===== config.mk =====
export PLATFORM = sky130hd
export DESIGN_NAME = instr_fetch_unit
export DESIGN_NICKNAME = d
export VERILOG_FILES = /design/src/rtl/instr_fetch_unit_pkg.sv /design/src/rtl/instr_fetch_unit_timeout_counter.sv /design/src/rtl/instr_fetch_unit.sv
export SDC_FILE = /design/constraint.sdc
export NUM_CORES = 1
export LEC_CHECK = 0
export ABC_AREA = 1
export BUFFER_PORTS_ARGS = -buffer_cell sky130_fd_sc_hd__buf_2
export CAP_MARGIN = 10
export CORE_MARGIN = 2
export CORE_UTILIZATION = 45
export CTS_CLUSTER_DIAMETER = 30
export DETAILED_ROUTE_END_ITERATION = 8
export PLACE_DENSITY = 0.72
export SYNTH_ARGS = -nofsm -noshare
export SYNTH_HDL_FRONTEND = slang
export SYNTH_HIERARCHICAL = 1
export SYNTH_SLANG_ARGS = --single-unit
export TNS_END_PERCENT = 50

===== constraint.sdc =====
create_clock -name clk1 -period 2.7 [get_ports clk1]
set_clock_uncertainty 0.2 [all_clocks]
set_input_delay 0.135 -clock clk1 [delete_from_list [all_inputs] [get_ports clk1]]
set_output_delay 0.135 -clock clk1 [all_outputs]
set_load 0.02 [all_outputs]

===== src/rtl/instr_fetch_unit_pkg.sv =====
// Processor-wide definitions shared by the fetch stage.
//   - fetch FSM state encoding
//   - instruction width and field bit positions of the 8-bit ISA
//   - default halt encoding
package instr_fetch_unit_pkg;

  localparam int INSTR_W  = 8;

  // Field layout: [7:5] opcode, [4] rs, [3] rt/rd, [2:0] immediate
  localparam int OPC_MSB  = 7;
  localparam int OPC_LSB  = 5;
  localparam int RS_BIT   = 4;
  localparam int RTRD_BIT = 3;
  localparam int IMM_MSB  = 2;
  localparam int IMM_LSB  = 0;

  localparam logic [INSTR_W-1:0] HALT_INSTR_DEFAULT = 8'hFF;

  typedef enum logic [2:0] {
    ST_IDLE,
    ST_REQ,
    ST_WAIT,
    ST_ISSUE,
    ST_HALT,
    ST_FAULT
  } fetch_state_t;

endpackage


===== src/rtl/instr_fetch_unit_timeout_counter.sv =====
// Memory-wait timeout counter for the fetch stage.
// Ports:
//   clk, rst_n : clock, asynchronous active-low reset
//   clear      : restart the count (asserted while the request is issued)
//   enable     : count this cycle (asserted while waiting for memory)
//   expired    : this enabled cycle is the MEM_TIMEOUT-th wait cycle
module fetch_timeout_counter #(
  parameter int MEM_TIMEOUT = 15
) (
  input  logic clk,
  input  logic rst_n,
  input  logic clear,
  input  logic enable,
  output logic expired
);

  logic [7:0] count;

  always_ff @(posedge clk or negedge rst_n) begin
    if (!rst_n) begin
      count <= 8'd0;
    end else if (clear) begin
      count <= 8'd0;
    end else if (enable && (count != 8'hFF)) begin
      count <= count + 8'd1;
    end
  end

  // count holds the number of wait cycles already completed, so the
  // current cycle is the last permitted one when count == MEM_TIMEOUT-1.
  assign expired = enable && (count >= 8'(MEM_TIMEOUT - 1));

endmodule


===== src/rtl/instr_fetch_unit.sv =====
// Fetch stage for the 8-bit non-pipelined core.
// Owns the PC, issues single-cycle requests to a variable-latency
// instruction memory, holds the returned instruction (with pre-split
// fields) until the core acknowledges it, then advances or redirects.
// Ports:
//   clk1, reset1            : clock, asynchronous active-low reset
//   imem_req/imem_addr      : fetch request strobe and address
//   imem_rdata/imem_valid   : memory response
//   instr_valid, instr      : held instruction and its presence
//   opcode/rs_reg/rt_rd_reg/imm : instruction fields
//   pc_output               : PC of the current/pending instruction
//   instr_ack               : core finished the current instruction
//   redirect_en/_target     : branch/jump redirect, taken with instr_ack
//   halted, fault           : terminal states (halt instruction, timeout)
//   retired_count           : saturating count of acknowledged instructions
module instr_fetch_unit
  import instr_fetch_unit_pkg::*;
#(
  parameter logic [7:0] RESET_PC    = 8'h00,
  parameter logic [7:0] HALT_INSTR  = HALT_INSTR_DEFAULT,
  parameter int         MEM_TIMEOUT = 15
) (
  input  logic       clk1,
  input  logic       reset1,
  output logic       imem_req,
  output logic [7:0] imem_addr,
  input  logic [7:0] imem_rdata,
  input  logic       imem_valid,
  output logic       instr_valid,
  output logic [7:0] instr,
  output logic [2:0] opcode,
  output logic       rs_reg,
  output logic       rt_rd_reg,
  output logic [2:0] imm,
  output logic [7:0] pc_output,
  input  logic       instr_ack,
  input  logic       redirect_en,
  input  logic [7:0] redirect_target,
  output logic       halted,
  output logic       fault,
  output logic [7:0] retired_count
);

  fetch_state_t       state_q, state_d;
  logic [7:0]         pc_q;
  logic [INSTR_W-1:0] instr_q;
  logic [7:0]         retired_q;
  logic               timeout_expired;
  logic               ack_taken;

  function automatic logic [7:0] sat_inc8(input logic [7:0] v);
    return (v == 8'hFF) ? v : v + 8'd1;
  endfunction

  fetch_timeout_counter #(
    .MEM_TIMEOUT (MEM_TIMEOUT)
  ) u_timeout (
    .clk     (clk1),
    .rst_n   (reset1),
    .clear   (state_q == ST_REQ),
    .enable  (state_q == ST_WAIT),
    .expired (timeout_expired)
  );

  assign ack_taken = (state_q == ST_ISSUE) && instr_ack;

  always_ff @(posedge clk1 or negedge reset1) begin
    if (!reset1) begin
      state_q <= ST_IDLE;
    end else begin
      state_q <= state_d;
    end
  end

  always_comb begin
    state_d = state_q;
    case (state_q)
      ST_IDLE:  state_d = ST_REQ;
      ST_REQ:   state_d = ST_WAIT;
      // A response arriving in the last permitted cycle still wins.
      ST_WAIT: begin
        if (imem_valid)           state_d = ST_ISSUE;
        else if (timeout_expired) state_d = ST_FAULT;
      end
      ST_ISSUE: begin
        if (instr_ack) state_d = (instr_q == HALT_INSTR) ? ST_HALT : ST_REQ;
      end
      ST_HALT:  state_d = ST_HALT;
      ST_FAULT: state_d = ST_FAULT;
      default:  state_d = ST_IDLE;
    endcase
  end

  // PC, instruction latch and retire counter
  always_ff @(posedge clk1 or negedge reset1) begin
    if (!reset1) begin
      pc_q      <= RESET_PC;
      instr_q   <= '0;
      retired_q <= 8'd0;
    end else begin
      if ((state_q == ST_WAIT) && imem_valid) begin
        instr_q <= imem_rdata;
      end
      if (ack_taken) begin
        retired_q <= sat_inc8(retired_q);
        // A halt keeps its own PC; 8-bit add wraps FF -> 00 naturally.
        if (instr_q != HALT_INSTR) begin
          pc_q <= redirect_en ? redirect_target : pc_q + 8'd1;
        end
      end
    end
  end

  assign imem_req      = (state_q == ST_REQ);
  assign imem_addr     = pc_q;
  assign pc_output     = pc_q;
  assign instr_valid   = (state_q == ST_ISSUE);
  assign halted        = (state_q == ST_HALT);
  assign fault         = (state_q == ST_FAULT);
  assign retired_count = retired_q;

  assign instr     = instr_q;
  assign opcode    = instr_q[OPC_MSB:OPC_LSB];
  assign rs_reg    = instr_q[RS_BIT];
  assign rt_rd_reg = instr_q[RTRD_BIT];
  assign imm       = instr_q[IMM_MSB:IMM_LSB];

endmodule

# After elaboration in Yosys (flattened, before gate mapping)
# Cells that the tools add are included.
dict set report totals {
  output_inout_bits 44
  in_bits 21
  reg_bits 35
  elab_cells 38
}
dict set report classes {
  reduce_logical 9
  n_mux 8
  n_lt_le_gt_ge 1
  addsub 3
  n_bitwise 1
  eq_ne 11
}
# operator count
set ops {}
lappend ops {{$add A8 B1 Y8 const B} 3}
lappend ops {{$mux W8} 3}
lappend ops {{$pmux W3 S6} 1}
lappend ops {{$eq A8 B8 Y1 const B} 2}
lappend ops {{$ne A8 B8 Y1 const B} 2}
lappend ops {{$mux W3} 4}
lappend ops {{$ge A8 B4 Y1 const B} 1}
lappend ops {{$eq A3 B2 Y1 const B} 2}
lappend ops {{$eq A3 B3 Y1 const B} 2}
lappend ops {{$reduce_and A2 Y1} 3}
lappend ops {{$logic_and A1 B1 Y1} 4}
lappend ops {{$eq A3 B1 Y1 const B} 1}
lappend ops {{$logic_not A3 Y1} 1}
lappend ops {{$ne A3 B3 Y1 const B} 1}
lappend ops {{$ne A2 B1 Y1 const B} 1}
lappend ops {{$reduce_bool A2 Y1} 1}
lappend ops {{$not A1 Y1} 1}

# Logic depth before layout (Yosys ltp)
# Gate-level depths: netlist (run 1).
dict set report logic_depth {
  ltp_word 5
  mapped_depth 10
  ltp_nobuf 10
}

# Modules after synthesis
# Netlist (run 1), hierarchy kept.
# module cells_per_inst area_each_um2 seq_area_each_um2 n_inst
set by_module_without_submodules {}
lappend by_module_without_submodules {instr_fetch_unit 240 1696.6 675.6 1}
lappend by_module_without_submodules {fetch_timeout_counter 75 526.8 200.2 1}

# Worst setup path before layout (run 1)
# OpenSTA, ideal clock, no wires.
dict set report synth_path {
  kind {register to register}
  startpoint {register state_q[1]}
  endpoint {register u_timeout.count[7]}
  path_stages_with_launch 9
  n_path_buf 0
  synth_period_minus_slack_ns 1.897
  arrival_ns 1.578
  required_ns 2.381
  setup_ns 0.119
  setup_slack_ns 0.803
  cell_sequence {dfrtp_1 > inv_1 > nand2_1 > nor2_1 > inv_1 > nand2_4 > clkinv_2 > nand2_1 > nand2_1}
}
dict set report synth_via {
  word_cells_on_any_way 5
  cone_classes {2 x eq/ne; 1 x mux; 2 x reduce/logical}
}
# element line_no
set synth_rtl {}
lappend synth_rtl {{from (decl)} instr_fetch_unit.sv:44} ;# fetch_state_t state_q, state_d;
lappend synth_rtl {{from (signal assigned)} instr_fetch_unit.sv:71} ;# state_q <= state_d;
lappend synth_rtl {{$eq A3 B1 Y1 (*)} -}
lappend synth_rtl {{net imem_req} instr_fetch_unit.sv:25} ;# output logic imem_req,
lappend synth_rtl {{$mux W8 / $reduce_bool A2 Y1 (equally long branches)} -}
lappend synth_rtl {{to (signal assigned)} instr_fetch_unit_timeout_counter.sv:25} ;# count <= count + 8'd1;
lappend synth_rtl {{to (decl)} instr_fetch_unit_timeout_counter.sv:17} ;# logic [7:0] count;
# Mark *: on every way through the listed nets, which the timed path passes. The rest lies on a longest branch.
# A chain may end at the register's enable or synchronous reset.

# Final worst setup path (run 1)
dict set report layout_path {
  startpoint {register state_q[0]}
  endpoint {register state_q[0]}
}
dict set report layout_via {
  elab_chain_cells 4
  word_cells_on_any_way 11
  cone_classes {7 x eq/ne; 1 x mux; 3 x reduce/logical}
}
# element line_no
set layout_rtl {}
lappend layout_rtl {{$eq A3 B2 Y1} instr_fetch_unit.sv:61} ;# .enable (state_q == ST_WAIT),
lappend layout_rtl {{$logic_and A1 B1 Y1} instr_fetch_unit_timeout_counter.sv:31} ;# assign expired = enable && (count >= 8'(MEM_TIMEOUT - 1));
lappend layout_rtl {{net timeout_expired} instr_fetch_unit.sv:48} ;# logic timeout_expired;
lappend layout_rtl {{$ne A3 B3 Y1 (no source line)} -}
lappend layout_rtl {{$reduce_and A2 Y1 (no source line)} -}
# The timed path passes the listed nets, and every way through them passes these cells.

==> impl_metrics.ini, run 1 <==
[run_status]
status = complete, no violations

[floorplanning]
die_width_um = 74.3
core_um2 = 4750
die-area_um2 = 5520
io_pins = 65
initial_core_util_pct = 46.8
core.rowCount = 25
die_h_um = 74.3

[worst_setup_path]
cpPeakStageDelay_ps = 450
critPathTopFamily = simple AND/OR/NAND/NOR gates
crit_path_end_kind = flip-flop
start_kind = flip-flop
required_ps = 2720
arrival_ps = 1980
setup.worst_path.class = reg2reg
slowest_stage = dfrtp_1
path_cells = inv_1 > nand3_1 > inv_2 > inv_1 > a31oi_1 > or2_2 > nor2_1 > nor2_1 > nand3_1 > nand2_1
cp_max_fo = 13
cp.buffers_inverters = 3

[sta]
clock.fmax_mhz = 512
setup_viol = 0
relSlewSlack_pct = 47.6
tightest_slew_ps = 786
period_minus_slack_ps = 1950
hold_viol = 0
fin_crit_sh_pct = 72.3
fin_setup_tns_ps = 0
finalMaxSlewViolations = 0
rsz0062_at_grt = no
whs_ps = 9.36

[layout]
ff_latch_area_um2 = 876
multiInputGateArea_um2 = 1080
syn2layout_area_growth_pct = 26.9
final_cell_count_no_fill = 459
antennaDiodeCount = 0
final_nets = 417
drive_above_1_share_pct = 23.0
fill_cells = 459
layout_common_cells = nand2_1, buf_2, dfrtp_1, inv_1, nand3_1
final_common_cell = nand2_1

[placement]
gp_congestion = 0.917
placedCellCount = 429
place_hpwl_um = 3510
port_buffers = 64

[grt]
antenna_found_initial = 0
grt_pass1_vias = 1972
grt_max_degree = 36
grt.total_usage_pct = 19.6
grt_pass1_wl_um = 8380
overflow = 0

[synthesis]
yosys.area_share.xor_xnor_pct = 1.97
seq_area_frac_synth_pct = 39.4
synthesis.area_um2 = 2220
avgSynthCellArea_um2 = 7.06
ys_seq_elements = 35
synth_top_family_by_area = simple AND/OR/NAND/NOR gates
syn-num-nets = 340
synthCells = 315
synthAdderAreaFrac_pct = 2.25
yosys.cell_types.count = 31
synthMuxAreaShare_pct = 0
synth-compound-area-share_pct = 4.22
ys_warn_count = 6
yosys.area_share.simple_pct = 40.1

[clock_tree]
clkSinkCount = 35
path_clk_slew_ps = 70
cts_inserted_buffers = 5
h-tree-depth = 2
clkLatencyLatePin_ps = 280
clk_path_buf_depth = 2
cts_root_buf = clkbuf_8
cts_tree = done

[power]
p_total_w = 0.00274
ir_drop_uv = 468
power_density_nw_per_um2 = 970
p_leak_nw = 1.53

[drt]
totalWireLength_um = 5130
drt-wirelength-per-cell_um = 11.2
first_pass_iters = 4
avgViaCountPerCell = 4.75
drc = 0
vias = 2178
dr.first_iter.drc_count = 84
ant_nets = 0

[job]
maxCapViolations = 0

[hold_path]
min_path_type = in2reg
## through the flow
stage	cell area [µm²]	setup WS (ps)	util [%]
6_report	2820	748	59.3
5_1_grt	2820	582	59.3
4_1_cts	2820	764	59.3
3_5_place_dp	2500	788	52.7
3_3_place_gp	2500	922	52.7
2_1_floorplan	2220	803	-
## final timing paths
check | start | to | slack (ps) | cells after the start
worst min-delay path | redirect_target[7] | imem_addr[7]$_DFFE_PN0P_ | 9 | 5
worst max-delay path | state_q[0]$_DFFE_PN0P_ | state_q[0]$_DFFE_PN0P_ | 750 | 10
min in group asynchronous | reset1 | instr[0]$_DFFE_PN0P_ | 280 | 2
worst min register to register | instr[5]$_DFFE_PN0P_ | instr[5]$_DFFE_PN0P_ | 320 | 2
max in group asynchronous | reset1 | imem_addr[6]$_DFFE_PN0P_ | 1520 | 2
worst max register to register | state_q[0]$_DFFE_PN0P_ | state_q[0]$_DFFE_PN0P_ | 750 | 10
## routing by layer
layer | share of wire (%) | global-route usage, %
met5 | 0 | 0
met2 | 49 | 33.5
met3 | 4.7 | 4.74
met1 | 44 | 23.7
met4 | 1.9 | 7.94
## state kept, by name, summed over array words and instances, names as in the netlist
name	cells
instr	8
u_timeout/count	8
imem_addr	8
state_q	3
retired_count	8
## report_power, final
group	switching [W]	total, W	leakage [nW]	internal [W]
logic	0.000940	0.00142	1.03	0.000481
clock network	0.000181	0.000381	0.0470	0.000200
registers	0.000231	0.000934	0.455	0.000703
total	0.00135	0.00274	1.53	0.00138
## synth_stat cells
master | instances | share of area (%)
buf_4 | 16 | 5.4
o21ai_0 | 7 | 1.6
nor2_1 | 28 | 4.7
xnor2_1 | 2 | 0.79
nand4_1 | 3 | 0.84
nor3_1 | 2 | 0.45
nand3b_1 | 3 | 1.0
ha_1 | 4 | 2.3
nor2_4 | 3 | 1.5
inv_1 | 30 | 5.1
o21a_1 | 1 | 0.34
nand3_1 | 29 | 6.5
nand2_2 | 5 | 1.4
or2_2 | 1 | 0.28
xor2_1 | 3 | 1.2
dfrtp_1 | 35 | 39
nand3_2 | 1 | 0.45
a31oi_1 | 1 | 0.28
a21oi_1 | 2 | 0.45
nand3_4 | 1 | 0.79
clkinv_2 | 1 | 0.22
clkinv_1 | 1 | 0.17
inv_2 | 2 | 0.34
clkbuf_1 | 1 | 0.17
nand2_4 | 3 | 1.5
o21bai_1 | 1 | 0.34
inv_4 | 1 | 0.28
o211ai_1 | 1 | 0.34
o21ai_1 | 4 | 0.90
clkinv_4 | 1 | 0.39
nand2_1 | 122 | 21
## cells by family (layout without fill, tap and decap cells)
kind of cell / count (synthesis) / count (layout)
AO/OA/AOI/OAI: 17 / 17
AND/OR/NAND/NOR: 201 / 201
flip-flops: 35 / 35
adder cells (fa/ha/maj): 4 / 4
XOR/XNOR: 5 / 5
buffers and inverters: 53 / 130
## tightest hold or removal path, stage by stage
cell and delay [ps]:
buf_2 80, nor2_1 40, nor2_1 100, nand2_1 60, nand2_1 50
## layout make-up
cell class                      count  area share, %
Timing Repair Buffer               87           19.5
Sequential cell                    35           31.0
Clock inverter                      1          0.177
Multi-Input combinational cell    227           38.3
Tap cell                           67           2.97
Clock buffer                        6           2.93
Inverter                           36           5.10
## repair_timing
item / in CTS / in global routing
hold buffers: 23 / 0
buffers inserted: 0 / 0
gates resized for setup: 0 / 0
endpoints found under the hold margin: 51 / 0
No activity file was read; power rests on OpenSTA's default activity.
==> run 2: changes to the inputs <==
==> constraint.sdc (replaced) <==
create_clock -name clk1 -period 1.85 [get_ports clk1]
set_clock_uncertainty 0.2 [all_clocks]
set_input_delay 0.0925 -clock clk1 [delete_from_list [all_inputs] [get_ports clk1]]
set_output_delay 0.0925 -clock clk1 [all_outputs]
set_load 0.02 [all_outputs]
==> impl_metrics.ini, run 2 (synthesized netlist as in run 1, its figures left out) <==
[grt]
antenna_found_initial = 0
grt_max_degree = 36
grt_pass1_wl_um = 8340
grt_pass1_vias = 1939
grt.total_usage_pct = 19.3
overflow = 0

[worst_setup_path]
rr_worst_depth = 9
slowest_stage = dfrtp_1
crit_path_end_kind = flip-flop
required_ps = 1830
start_kind = flip-flop
cpMostUsedCell = nor2_1
setup.worst_path.class = reg2reg
critPathLaunch = u_timeout/count[0]$_DFFE_PN0P_
cp_max_fo = 3
path_cells = inv_1 > ha_1 > o21ai_1 > a31oi_1 > or2_2 > nor2_1 > nor2_1 > nand3_1 > nand2_1
reg2reg_from = u_timeout/count[0]$_DFFE_PN0P_
cpPeakStageDelay_ps = 370
arrival_ps = 1710

[sta]
setup_viol = 0
clock.fmax_mhz = 579
hold_viol = 0
fin_crit_sh_pct = 93.4
rsz0062_at_grt = no
relSlewSlack_pct = 70.0
tightest_slew_ps = 450
period_minus_slack_ps = 1730
fin_setup_tns_ps = 0
finalMaxSlewViolations = 0

[clock_tree]
clkLatencyLatePin_ps = 280
clkSinkCount = 35
cts_inserted_buffers = 5
path_clk_slew_ps = 70
clk_path_buf_depth = 2
cts_root_buf = clkbuf_8
h-tree-depth = 2
cts_tree = done

[drt]
drc = 0
totalWireLength_um = 5080
avgViaCountPerCell = 4.69
dr.first_iter.drc_count = 88
ant_nets = 0
first_pass_iters = 4
vias = 2180
drt-wirelength-per-cell_um = 10.9

[floorplanning]
die-area_um2 = 5520
die_h_um = 74.3
core_um2 = 4750
core.rowCount = 25
initial_core_util_pct = 46.8
die_width_um = 74.3
io_pins = 65

[layout]
antennaDiodeCount = 0
final_nets = 422
final_common_cell = nand2_1
ff_latch_area_um2 = 876
layout_common_cells = nand2_1, buf_2, dfrtp_1, inv_1, nand3_1
finalInstanceArea_um2 = 2870
drive_above_1_share_pct = 24.1
syn2layout_area_growth_pct = 29.3
fill_cells = 466
multiInputGateArea_um2 = 1080

[power]
power.internal_w = 0.00212
p_leak_nw = 1.57
p_sw_share_pct = 48.4
ir_drop_uv = 759
power_density_nw_per_um2 = 1430
seqPwrFrac_pct = 32.7
combPwrFrac_pct = 52.3
clkPwrFrac_pct = 15.0
p_total_w = 0.00411
p_switching_w = 0.00199

[hold_path]
min_path_type = in2reg
hp-start = redirect_en
whs_path_depth = 5

[placement]
dpl_cell_area_um2 = 2540
port_buffers = 64
place_hpwl_um = 3480
gp_congestion = 0.896

[run_status]
status = complete, no violations

[job]
maxCapViolations = 0
run 2: layout make-up:
class / instances / area share, %
Multi-Input combinational cell: 227 / 37.7
Clock buffer: 8 / 3.48
Tap cell: 67 / 2.92
Sequential cell: 35 / 30.5
Inverter: 36 / 5.01
Timing Repair Buffer: 92 / 20.5
run 2: worst max-delay path, delay by kind of cell (launching register included):
kind	cells	cell delay [ps]
adders and majority gates	1	190
buffers and inverters	1	70
and+or+nand+nor	5	580
DFF	1	370
AOI/OAI and AO/OA	2	200
run 2: stage by stage:
step           cells  hold WS (ps)  worst slack, ps  utilization [%]
3_3_place_gp     433         -42.1              129             53.3
3_5_place_dp     433         -38.9             98.6             53.3
5_1_grt          465          58.6             1.06             60.4
2_1_floorplan    315          -403              168                -
4_1_cts          464          9.93             97.0             60.3
6_report         465          13.9              123             60.4
run 2: final timing paths:
| path | to | slack [ps] |
|---|---|---|
| setup reg to reg | state_q[0]$_DFFE_PN0P_ | 120 |
| hold / removal | imem_addr[2]$_DFFE_PN0P_ | 10 |
| max in group asynchronous | imem_addr[0]$_DFFE_PN0P_ | 960 |
| setup / recovery | state_q[0]$_DFFE_PN0P_ | 120 |
| hold reg to reg | instr[7]$_DFFE_PN0P_ | 310 |
| min in group asynchronous | instr[1]$_DFFE_PN0P_ | 170 |
run 2: metal layers:
metal / part of all wire [%] / vias to the layer above / global-route usage [%]
met5: 0 / - / 0
met4: 1.2 / 0 / 5.16
met3: 4.3 / 6 / 4.88
met2: 48 / 48 / 32.0
met1: 46 / 994 / 25.2
li1: - / 1132 / -
run 2: power by group through the flow:
stage	clock (W)	combinational, W	sequential [W]
finish	0.000614	0.00215	0.00134
global route	0.000659	0.00241	0.00139
CTS	0.000632	0.00215	0.00134
detailed placement	0	0.00210	0.00135
global placement	0	0.00206	0.00134
floorplan	0	0.00140	0.00155
run 2: timing repair:
action	4_1_cts	5_1_grt
hold endpoints to repair	52	0
hold buffers	23	0
gates resized for setup	0	1
setup buffers	0	1
setup endpoints to repair	0	2
==> run 3: changes to the inputs <==
--- a/config.mk
+++ b/config.mk
@@ -9,10 +9,10 @@
 export BUFFER_PORTS_ARGS = -buffer_cell sky130_fd_sc_hd__buf_2
 export CAP_MARGIN = 10
 export CORE_MARGIN = 2
-export CORE_UTILIZATION = 45
+export CORE_UTILIZATION = 30
 export CTS_CLUSTER_DIAMETER = 30
 export DETAILED_ROUTE_END_ITERATION = 8
-export PLACE_DENSITY = 0.72
+export PLACE_DENSITY = 0.52
 export SYNTH_ARGS = -nofsm -noshare
 export SYNTH_HDL_FRONTEND = slang
 export SYNTH_HIERARCHICAL = 1
==> impl_metrics.ini, run 3 (synthesized netlist as in run 1, its figures left out) <==
[grt]
overflow = 0
met1_usage_pct = 17.2
busiest_layer = met2
grt_pass1_wl_um = 8980
grt_max_degree = 36
antenna_found_initial = 0
grt.total_usage_pct = 13.2
grt_util_met2_pct = 22.4
grt_pass1_vias = 1989
use_met3_pct = 2.93

[sta]
rsz0062_at_grt = no
fin_crit_sh_pct = 92.6
fin_setup_tns_ps = 0
tightest_slew_ps = 454
setup_viol = 0
finalMaxSlewViolations = 0
relSlewSlack_pct = 69.8
hold_viol = 0
clock.fmax_mhz = 583
setup_ws_ps = 136
period_minus_slack_ps = 1710

[floorplanning]
die_width_um = 90.1
initial_core_util_pct = 30.8
io_pins = 65
core.rowCount = 31
die_h_um = 90.1
die-area_um2 = 8120
core_um2 = 7210

[run_status]
status = complete, no violations

[placement]
dp_slack_ps = 105
port_buffers = 64
place_hpwl_um = 3700
gp_congestion = 0.824

[layout]
final_common_cell = nand2_1
antennaDiodeCount = 0
fill_cells = 761
final_nets = 424
layout_common_cells = nand2_1, buf_2, dfrtp_1, inv_1, nand3_1
drive_above_1_share_pct = 24.5
syn2layout_area_growth_pct = 32.6

[drt]
drt-wirelength-per-cell_um = 10.3
totalWireLength_um = 5150
avgViaCountPerCell = 4.26
drc = 0
dr.first_iter.drc_count = 86
first_pass_iters = 4
vias = 2128
ant_nets = 0

[worst_setup_path]
cpMostUsedCell = nor2_1
rrSetupSlack_ps = 140
setup.worst_path.class = reg2reg
cp.buffers_inverters = 1
start_kind = flip-flop
path_cells = inv_1 > ha_1 > o21ai_1 > a31oi_1 > or2_2 > nor2_1 > nor2_1 > nand3_1 > nand2_1
cp_max_fo = 3
arrival_ps = 1700
crit_path_end_kind = flip-flop
cpPeakStageDelay_ps = 370
rr_worst_depth = 9
slowest_stage = dfrtp_1
critPathTopFamily = simple AND/OR/NAND/NOR gates
required_ps = 1830
path_depth = 9

[clock_tree]
cts_tree = done
clkSinkCount = 35
cts_inserted_buffers = 5
clk_path_buf_depth = 2
clkLatencyLatePin_ps = 280
h-tree-depth = 2
cts_root_buf = clkbuf_8
path_clk_slew_ps = 80

[job]
maxCapViolations = 0

[hold_path]
whs_path_depth = 5
min_path_type = in2reg

[power]
power_density_nw_per_um2 = 1420
p_leak_nw = 1.59
ir_drop_uv = 535
run 3: cell count changes in the layout (fill, tap and decap cells not counted):
| cell | previous run | this run |
|---|---|---|
| dlygate4sd3_1 | 23 | 24 |
| clkinv_2 | 1 | 2 |
| clkbuf_1 | 1 | 0 |
| bufinv_16 | 0 | 1 |
| clkbuf_8 | 7 | 6 |
| buf_4 | 5 | 6 |
run 3: cell type report:
type	instances	area [µm²]	share of cell area, %
multi-input combinational	227	1080	36.7
sequential	35	876	29.7
timing repair buffer	94	606	20.5
inverter	36	144	4.88
tap	99	124	4.20
clock buffer	6	82.6	2.80
clock inverter	2	35.0	1.19
run 3: final timing paths:
kind / start / endpoint
max: u_timeout/count[0]$_DFFE_PN0P_ / state_q[0]$_DFFE_PN0P_
min: redirect_en / imem_addr[5]$_DFFE_PN0P_
max reg2reg: u_timeout/count[0]$_DFFE_PN0P_ / state_q[0]$_DFFE_PN0P_
min reg2reg: instr[4]$_DFFE_PN0P_ / instr[4]$_DFFE_PN0P_
max in group asynchronous: reset1 / retired_count[6]$_DFFE_PN0P_
min in group asynchronous: reset1 / instr[5]$_DFFE_PN0P_
run 3: metal layers:
metal	vias up	part of all wire, %
met4	0	0.85
met3	6	4.6
met1	930	47
li1	1138	-
met2	54	48
met5	-	0
run 3: metrics by stage:
step	utilization [%]	hold WS [ps]	cells	cell area [µm²]	power, W
final	40.9	152	499	2950	0.00419
after global routing	40.9	193	499	2950	0.00456
after CTS	40.8	153	498	2940	0.00425
after detailed placement	35.8	-27.9	466	2580	0.00346
after global placement	35.8	-31.5	466	2580	0.00345
after floorplan	-	-403	315	2230	0.00295
run 3: tightest hold or removal path, stage by stage:
cell      delay, ps
buf_2           130
clkinv_1        180
nand3_1         100
nand2_1          60
nand2_1          40
run 3: repair_timing:
action	in CTS	in global routing
setup endpoints to repair	0	1
hold endpoints to repair	52	0
hold buffers	24	0
setup buffers	0	1
resized for setup	0	1
run 3: power by group:
part	internal, W	total (W)	switching (W)
registers	0.00103	0.00134	0.000318
logic	0.000753	0.00213	0.00137
clock network	0.000436	0.000721	0.000285
total	0.00221	0.00419	0.00198
